$ cat src/rtl/uart_pkg.sv
// Shared definitions for the UART transmit scheduler: FSM state encoding
// and ASCII digit constants used by the status/heartbeat requester.
package uart_pkg;

  typedef enum logic [1:0] {
    IDLE      = 2'd0,
    LOAD      = 2'd1,
    WAIT_BUSY = 2'd2,
    WAIT_DONE = 2'd3
  } tx_state_e;

  localparam logic [7:0] ASCII_0 = 8'd48;
  localparam logic [7:0] ASCII_9 = 8'd57;

  // True when the byte is an ASCII decimal digit '0'..'9'.
  function automatic logic is_ascii_digit(input logic [7:0] b);
    return (b >= ASCII_0) && (b <= ASCII_9);
  endfunction

endpackage

$ cat src/rtl/uart_tx_sched_sync2.sv
// Two-flop synchronizer with a configurable reset value, for bringing a
// single asynchronous level into the local clock domain.
module sync2 #(
  parameter logic RST_VAL = 1'b1
) (
  input  logic clk_i,
  input  logic rst_ni,
  input  logic d_i,
  output logic q_o
);

  logic meta_q;
  logic sync_q;

  // Two-stage capture; both stages come out of reset at RST_VAL.
  always_ff @(posedge clk_i or negedge rst_ni) begin
    if (!rst_ni) begin
      meta_q <= RST_VAL;
      sync_q <= RST_VAL;
    end else begin
      meta_q <= d_i;
      sync_q <= meta_q;
    end
  end

  assign q_o = sync_q;

endmodule

$ cat src/rtl/uart_tx_sched.sv
// Transmit scheduler sharing one uart_tx_8n1 between two byte requesters.
// Port 0: echo/response bytes, port 1: status/heartbeat bytes.
// The transmitter's done signal is synchronised and each handshake phase
// is guarded by a saturating watchdog counter.
// Optional build macro: UART_TX_SCHED_RR_EN selects round-robin
// arbitration; without it requester 0 has fixed priority.
module uart_tx_sched
  import uart_pkg::*;
#(
  parameter int unsigned TIMEOUT_CYCLES = 100000,
  parameter int unsigned TO_W           = 17
) (
  input  logic       hwclk,
  input  logic       rst_n,
  input  logic       req0_valid,
  input  logic [7:0] req0_data,
  output logic       req0_ready,
  input  logic       req1_valid,
  input  logic [7:0] req1_data,
  output logic       req1_ready,
  output logic [7:0] tx_byte,
  output logic       tx_send,
  input  logic       tx_done_in,
  output logic       busy,
  output logic       grant_id,
  output logic       timeout_err,
  input  logic       err_clr
);

  localparam logic [TO_W-1:0] TO_LIMIT = TO_W'(TIMEOUT_CYCLES);

  tx_state_e       state_q;
  logic            req0_ready_q;
  logic            req1_ready_q;
  logic [7:0]      tx_byte_q;
  logic            tx_send_q;
  logic            busy_q;
  logic            grant_q;
  logic            err_q;
  logic [TO_W-1:0] cnt_q;
  logic [TO_W-1:0] cnt_d;
  logic            to_hit;
  logic            done_s;
  logic            any_valid;
  logic            win_id;
`ifdef UART_TX_SCHED_RR_EN
  logic            last_q;
`endif

  sync2 #(
    .RST_VAL(1'b1)
  ) u_done_sync (
    .clk_i (hwclk),
    .rst_ni(rst_n),
    .d_i   (tx_done_in),
    .q_o   (done_s)
  );

  // Winner selection for the next grant.
  always_comb begin
    any_valid = req0_valid | req1_valid;
`ifdef UART_TX_SCHED_RR_EN
    // Last winner yields on a tie; a lone requester always wins.
    if (req0_valid && req1_valid) begin
      win_id = ~last_q;
    end else begin
      win_id = ~req0_valid;
    end
`else
    win_id = ~req0_valid;
`endif
  end

  // Saturating watchdog increment and terminal-count detect.
  always_comb begin
    cnt_d  = (cnt_q == TO_LIMIT) ? cnt_q : cnt_q + TO_W'(1);
    to_hit = (cnt_d == TO_LIMIT);
  end

  // Scheduler FSM with registered outputs.
  always_ff @(posedge hwclk or negedge rst_n) begin
    if (!rst_n) begin
      state_q      <= IDLE;
      req0_ready_q <= 1'b0;
      req1_ready_q <= 1'b0;
      tx_byte_q    <= '0;
      tx_send_q    <= 1'b0;
      busy_q       <= 1'b0;
      grant_q      <= 1'b0;
      err_q        <= 1'b0;
      cnt_q        <= '0;
`ifdef UART_TX_SCHED_RR_EN
      last_q       <= 1'b1;
`endif
    end else begin
      req0_ready_q <= 1'b0;
      req1_ready_q <= 1'b0;
      // A timeout set below overrides this clear in the same cycle.
      if (err_clr) begin
        err_q <= 1'b0;
      end
      case (state_q)
        IDLE: begin
          if (any_valid && done_s) begin
            req0_ready_q <= ~win_id;
            req1_ready_q <= win_id;
            tx_byte_q    <= win_id ? req1_data : req0_data;
            grant_q      <= win_id;
            busy_q       <= 1'b1;
            state_q      <= LOAD;
`ifdef UART_TX_SCHED_RR_EN
            last_q       <= win_id;
`endif
          end
        end
        LOAD: begin
          tx_send_q <= 1'b1;
          cnt_q     <= '0;
          state_q   <= WAIT_BUSY;
        end
        WAIT_BUSY: begin
          if (!done_s) begin
            tx_send_q <= 1'b0;
            cnt_q     <= '0;
            state_q   <= WAIT_DONE;
          end else if (to_hit) begin
            err_q     <= 1'b1;
            tx_send_q <= 1'b0;
            busy_q    <= 1'b0;
            cnt_q     <= cnt_d;
            state_q   <= IDLE;
          end else begin
            cnt_q <= cnt_d;
          end
        end
        WAIT_DONE: begin
          if (done_s) begin
            busy_q  <= 1'b0;
            state_q <= IDLE;
          end else if (to_hit) begin
            err_q   <= 1'b1;
            busy_q  <= 1'b0;
            cnt_q   <= cnt_d;
            state_q <= IDLE;
          end else begin
            cnt_q <= cnt_d;
          end
        end
        default: begin
          tx_send_q <= 1'b0;
          busy_q    <= 1'b0;
          state_q   <= IDLE;
        end
      endcase
    end
  end

  assign req0_ready  = req0_ready_q;
  assign req1_ready  = req1_ready_q;
  assign tx_byte     = tx_byte_q;
  assign tx_send     = tx_send_q;
  assign busy        = busy_q;
  assign grant_id    = grant_q;
  assign timeout_err = err_q;

endmodule

$ cat config.mk
export PLATFORM = sky130hd
export DESIGN_NAME = uart_tx_sched
export DESIGN_NICKNAME = d
export VERILOG_FILES = /design/src/rtl/uart_pkg.sv /design/src/rtl/uart_tx_sched_sync2.sv /design/src/rtl/uart_tx_sched.sv
export SDC_FILE = /design/constraint.sdc
export NUM_CORES = 1
export LEC_CHECK = 0
export ABC_AREA = 1
export CAP_MARGIN = 20
export CORE_ASPECT_RATIO = 1.2
export CORE_MARGIN = 8
export CORE_UTILIZATION = 57
export DETAILED_ROUTE_END_ITERATION = 8
export PLACE_DENSITY = 0.85
export SETUP_SLACK_MARGIN = 0.4
export SYNTH_ARGS = -nofsm -noshare
export SYNTH_HDL_FRONTEND = slang
export SYNTH_HIERARCHICAL = 1
export SYNTH_SLANG_ARGS = --single-unit
$ cat constraint.sdc
create_clock -name hwclk -period 3.9 [get_ports hwclk]
set_clock_uncertainty 0.1 [all_clocks]
set_input_delay 0.78 -clock hwclk [delete_from_list [all_inputs] [get_ports hwclk]]
set_output_delay 0.78 -clock hwclk [all_outputs]
set_load 0.02 [all_outputs]
Word-level counts from Yosys, hierarchy flattened
Index checks and enable logic that the tools add are counted.
W data, S select, Z words.
{"block": "classes", "n_addsub": 1, "n_reduce_logical": 9, "eq_ne": 9, "muxes": 27, "bitwise_logic": 2}
{"op": "$mux W17", "n": 3}
{"op": "$pmux W17 S3", "n": 1}
{"op": "$eq A17 B17 Y1 const B", "n": 2}
{"op": "$add A17 B1 Y17 const B", "n": 1}
{"op": "$mux W1", "n": 14}
{"op": "$mux W2", "n": 4}
{"op": "$mux W8", "n": 1}
{"op": "$pmux W2 S4", "n": 1}
{"op": "$reduce_and A2 Y1", "n": 3}
{"op": "$reduce_bool A3 Y1", "n": 2}
{"op": "$eq A2 B2 Y1 const B", "n": 2}
{"op": "$ne A2 B2 Y1 const B", "n": 2}
{"op": "$pmux W1 S2", "n": 2}
{"op": "$ne A3 B3 Y1 const B", "n": 1}
{"op": "$pmux W1 S3", "n": 1}
{"op": "$reduce_and A3 Y1", "n": 1}
{"op": "$eq A2 B1 Y1 const B", "n": 1}
{"op": "$logic_not A2 Y1", "n": 1}
{"op": "$ne A2 B1 Y1 const B", "n": 1}
{"op": "$reduce_bool A2 Y1", "n": 1}
{"op": "$logic_and A1 B1 Y1", "n": 1}
{"op": "$not A1 Y1", "n": 1}
{"op": "$or A1 B1 Y1", "n": 1}
{"block": "totals", "input_bits": 22, "out_inout_bits": 14, "wordCells": 59, "ff_bits": 35}

Depth between registers and ports, before layout
{"block": "depth", "depth_word": 6, "ltp_mapped": 17, "mapped_depth_nobuf": 17}

Modules after synthesis
Netlist, hierarchy kept.
{"module": "uart_tx_sched", "cells_per_inst": 287, "instances": 1, "seq_area_each_um2": 825.8, "area_per_inst_um2": 2000.7}
{"module": "sync2", "cells_per_inst": 2, "instances": 1, "seq_area_each_um2": 52.6, "area_per_inst_um2": 52.6}

Worst setup path before layout
No wires, ideal clock.
{"block": "synth_timing", "path_kind": "register to register", "startpoint": "register cnt_q[0]", "endpoint": "register tx_send_q (netlist: tx_send)", "required_time_ns": 3.682, "path_slack_ns": 2.071, "path_stages_with_launch": 18, "path_buffers": 0, "synth_period_minus_slack_ns": 1.829, "setup_ns": 0.118, "arrival_time_ns": 1.611, "path_cell_list": "dfrtp_1 -> inv_2 -> ha_1 -> nand2_1 -> inv_1 -> nand2_1 -> nor2_2 -> nand2_1 -> nand2_1 -> nand2_1 -> nor2_2 -> nand2_1 -> nor2_1 -> nand3_2 -> nand2_1 -> nand2_1 -> nand2_1 -> nand2_1"}
{"block": "synth_between", "elab_chain_len": 5, "elab_cells_between_ends": 6, "cone_classes": "1 x add/sub; 3 x eq/ne; 1 x mux; 1 x reduce/logical"}
{"item": "from (decl)", "line_no": "uart_tx_sched.sv:40", "rtl": "logic [TO_W-1:0] cnt_q;"}
{"item": "from (signal assigned)", "line_no": "uart_tx_sched.sv:130", "rtl": "cnt_q <= cnt_d;"}
{"item": "from (signal assigned)", "line_no": "uart_tx_sched.sv:133", "rtl": "cnt_q <= cnt_d;"}
{"item": "from (signal assigned)", "line_no": "uart_tx_sched.sv:143", "rtl": "cnt_q <= cnt_d;"}
{"item": "$add A17 B1 Y17 / $eq A17 B17 Y1 (equally long branches)", "line_no": "uart_tx_sched.sv:76", "rtl": "cnt_d = (cnt_q == TO_LIMIT) ? cnt_q : cnt_q + TO_W'(1);"}
{"item": "$mux W17 (*)", "line_no": "uart_tx_sched.sv:76"}
{"item": "$eq A17 B17 Y1 (*)", "line_no": "uart_tx_sched.sv:77", "rtl": "to_hit = (cnt_d == TO_LIMIT);"}
{"item": "$ne A3 B3 Y1 (no line) (*)"}
{"item": "$reduce_and A2 Y1 (no line) (*)"}
{"item": "to (signal assigned)", "line_no": "uart_tx_sched.sv:87", "rtl": "tx_send_q <= 1'b0;"}
{"item": "to (signal assigned)", "line_no": "uart_tx_sched.sv:117", "rtl": "tx_send_q <= 1'b1;"}
{"item": "to (signal assigned)", "line_no": "uart_tx_sched.sv:123", "rtl": "tx_send_q <= 1'b0;"}
{"item": "to (decl)", "line_no": "uart_tx_sched.sv:36", "rtl": "logic tx_send_q;"}
Mark *: on every way between the ends. The rest lies on a longest branch, timed or not.
A chain may end at the register's enable or synchronous reset.

Worst setup path after layout
{"block": "layout_timing", "startpoint": "input req0_valid", "endpoint": "register state_q[0]"}
{"block": "layout_between", "elab_chain_len": 3}
{"item": "from (decl)", "line_no": "uart_tx_sched.sv:15", "rtl": "input logic req0_valid,"}
{"item": "$or A1 B1 Y1", "line_no": "uart_tx_sched.sv:61", "rtl": "any_valid = req0_valid | req1_valid;"}
{"item": "$logic_and A1 B1 Y1", "line_no": "uart_tx_sched.sv:104", "rtl": "if (any_valid && done_s) begin"}
{"item": "$ne A2 B2 Y1 (no line)"}
{"item": "to (signal assigned)", "line_no": "uart_tx_sched.sv:110", "rtl": "state_q <= LOAD;"}
{"item": "to (signal assigned)", "line_no": "uart_tx_sched.sv:119", "rtl": "state_q <= WAIT_BUSY;"}
{"item": "to (signal assigned)", "line_no": "uart_tx_sched.sv:125", "rtl": "state_q <= WAIT_DONE;"}
{"item": "to (decl)", "line_no": "uart_tx_sched.sv:32", "rtl": "tx_state_e state_q;"}
No other way between the ends.

==> flow_metrics.env <==
export IMPL_cp_data_required_time_ps=3990
export IMPL_async_flop_share_pct=100
export IMPL_hold_viol=0
export IMPL_grt_max_degree=25
export IMPL_synth_area_top_cells="dfrtp_1 (40%), nand2_1 (15%), o21ai_0 (6.8%), inv_1 (6.4%), nor2_1 (6.4%)"
export IMPL_design_area_mm2=0.00260
export IMPL_ir_worst_vdd_v=0.000419
export IMPL_synth_top_cell_area_share_pct=40.2
export IMPL_leakage_nw=1.15
export IMPL_clk_root_buffer_cell="clkbuf_8"
export IMPL_path_clk_slew_ps=70
export IMPL_cts_made_buffers=5
export IMPL_outcome="finished clean"
export IMPL_syn_area_mm2=0.00205
export IMPL_drtIter0Drc=227
export IMPL_setup_worst_path_end="state_q[0]$_DFFE_PN0P_"
export IMPL_initial_core_util_pct=57.9
export IMPL_syn_nets=313
export IMPL_r2r_slack_ps=1660
export IMPL_first_global_vias=1985
export IMPL_post_route_period_util_pct=60.3
export IMPL_cp_start_kind="input port"
export IMPL_place_congestion=0.951
export IMPL_cap_violations=0
export IMPL_cts_resized_gates=0
export IMPL_htree_num_levels=2
export IMPL_area_delta_synth_final_pct=26.7
export IMPL_die_area_mm2=0.00579
export IMPL_synth_edf_count=0
export IMPL_place_hpwl_um=3800
export IMPL_drive_above_1_share_pct=9.45
export IMPL_insertion_delay_ps=300
export IMPL_grt_use_met2_pct=32.4
export IMPL_grt_overflow_total=0
export IMPL_via_per_inst=5.37
export IMPL_vias=1969
export IMPL_globalRouteTotalUtil_pct=18.8
export IMPL_power_density_mw_per_mm2=549
export IMPL_dpl_cell_count=358
export IMPL_placed_area_mm2=0.00244
export IMPL_synth_most_common_cell="nand2_1"
export IMPL_tightest_slew_ps=692
export IMPL_grt_pass1_wl_um=8650
export IMPL_insertedDiodeCount=0
export IMPL_worst_slack_ps=1550
export IMPL_io_buffers=35
export IMPL_r2r_end="tx_send$_DFFE_PN0P_"
export IMPL_clock_path_buffers=2
export IMPL_first_pass_iters=4
export IMPL_rsz0062_at_grt="false"
export IMPL_crit_path_end_kind="flip-flop"
export IMPL_cts_tree="done"
export IMPL_slowest_delay_ps=660
export IMPL_fin_cells=367
export IMPL_die_h_um=81.7
export IMPL_critPathSlowestCell="clkdlybuf4s50_1"
export IMPL_ios=36
export IMPL_setup_tns_ps=0
export IMPL_synth_area_leader_cell="dfrtp_1"
export IMPL_crit_type="input port to flip-flop"
export IMPL_die_width_um=70.8
export IMPL_core_mm2=0.00354
export IMPL_grt_met3_usage_pct=6.84
export IMPL_yosysSeqAreaShare_pct=42.8
export IMPL_pre_cts_ws_ps=1240
export IMPL_ys_top_cells_by_count="nand2_1 (82), inv_1 (35), nor2_1 (35)"
export IMPL_path_max_fanout=20
export IMPL_rows=24
export IMPL_clock_fmax_mhz=425
export IMPL_synthCells=289
export IMPL_reg2reg_from="cnt_q[1]$_DFFE_PN0P_"
export IMPL_yosys_warnings=6
export IMPL_setup_viol=0
export IMPL_final_nets=351
export IMPL_wl_per_cell_um=13.3
export IMPL_slew_headroom_pct=53.7
export IMPL_r2r_cells=11
export IMPL_top_usage_layer="met2"
export IMPL_grt_antenna_before_repair=0
export IMPL_worst_path_most_repeated_cell="o21ai_0"
export IMPL_arrival_ps=2450
export IMPL_syn_mean_instance_area_um2=7.10
export IMPL_clkSinkCount=35
export IMPL_worst_hold_path_type="flip-flop to flip-flop"
export IMPL_yosys_cell_types_count=24
export IMPL_drv_slew=0
export IMPL_cts_setup_buffers=0
export IMPL_synth_seq_cells=35
export IMPL_critPathLaunch="req0_valid"
export IMPL_wirelength_um=4900
export IMPL_drtAntennaViolNets=0
export IMPL_crit_chain="clkdlybuf4s50_1, o21ai_0, nor2_1, inv_1, o21ai_0, o21a_1"
export IMPL_drc=0
export IMPL_synthFlopType="dfrtp_1"
export IMPL_grt_use_met1_pct=20.0
export IMPL_cts_hold_repair_buffers=0
export IMPL_timing_final_crit_period_ps=2350
==> final cells by class <==
cell class	instances	area, um^2
Multi-Input combinational cell	209	1000
Fill cell	305	942
Sequential cell	35	878
Timing Repair Buffer	38	393
Inverter	38	143
Clock buffer	5	68.8
Clock inverter	3	67.6
Tap cell	39	48.8
==> power breakdown <==
part	switching, mW	internal, mW	leakage (nW)
clock network	0.143	0.255	0.0644
logic	0.311	0.204	0.625
registers	0.0669	0.447	0.457
total	0.521	0.906	1.15
==> flip-flops by register name, indices dropped and copies added, names as in the netlist <==
| register | cells |
|---|---|
| u_done_sync/meta_q | 1 |
| req0_ready | 1 |
| u_done_sync/q_o | 1 |
| grant_id | 1 |
| tx_byte | 8 |
| tx_send | 1 |
| timeout_err | 1 |
| cnt_q | 17 |
| busy | 1 |
| req1_ready | 1 |
| state_q | 2 |
==> logic make-up (layout without fill, tap and decap cells) <==
| family | count (synthesis) | count (layout) | share of synthesized area [%] |
|---|---|---|---|
| XOR/XNOR | 8 | 8 | 3.41 |
| adder cells (fa/ha/maj) | 2 | 2 | 1.22 |
| buffers and inverters | 45 | 84 | 8.41 |
| AO/OA/AOI/OAI | 42 | 42 | 11.2 |
| AND/OR/NAND/NOR | 157 | 157 | 33.0 |
| flip-flops | 35 | 35 | 42.8 |
==> cell usage in the layout (no fill, tap or decap), drive strengths merged, types with 2 or more instances in the layout <==
master	instances
nor2	44
o21ai	30
inv	38
dfstp	2
nand3	16
clkdlybuf4s50	35
xor2	8
o22ai	10
ha	2
buf	3
nand2	86
nand4	8
bufinv	2
dfrtp	33
clkbuf	5
nor3	2
==> layer usage <==
| layer | vias to the layer above | routed length (um) |
|---|---|---|
| met5 | - | 0 |
| met4 | 0 | 152 |
| met3 | 19 | 350 |
| met2 | 64 | 2300 |
| met1 | 894 | 2090 |
| li1 | 992 | - |
==> worst min path at each step <==
stage,start,endpoint,slack (ps),cells past startpoint
finish,u_done_sync/meta_q$_DFF_PN1_,u_done_sync/q_o$_DFF_PN1_,260,0
global route,u_done_sync/meta_q$_DFF_PN1_,u_done_sync/q_o$_DFF_PN1_,270,0
detailed placement,u_done_sync/meta_q$_DFF_PN1_,u_done_sync/q_o$_DFF_PN1_,250,0
CTS,u_done_sync/meta_q$_DFF_PN1_,u_done_sync/q_o$_DFF_PN1_,260,0
global placement,u_done_sync/meta_q$_DFF_PN1_,u_done_sync/q_o$_DFF_PN1_,250,0
floorplan,u_done_sync/meta_q$_DFF_PN1_,u_done_sync/q_o$_DFF_PN1_,250,0
==> stage by stage <==
| step | util [%] | hold slack [ps] | total power [mW] |
|---|---|---|---|
| after detailed placement | 68.8 | 249 | 1.03 |
| after global placement | 68.8 | 248 | 1.02 |
| after global routing | 73.4 | 265 | 1.51 |
| after floorplan | - | 245 | 0.815 |
| final | 73.4 | 259 | 1.43 |
| after CTS | 72.6 | 260 | 1.42 |
==> critical path, delay by kind of cell <==
| kind | cells | cell delay [ps] |
|---|---|---|
| compound gates | 3 | 590 |
| simple gates | 1 | 70 |
| buf+inv | 2 | 1010 |
Power figures use the tool's default switching activity.
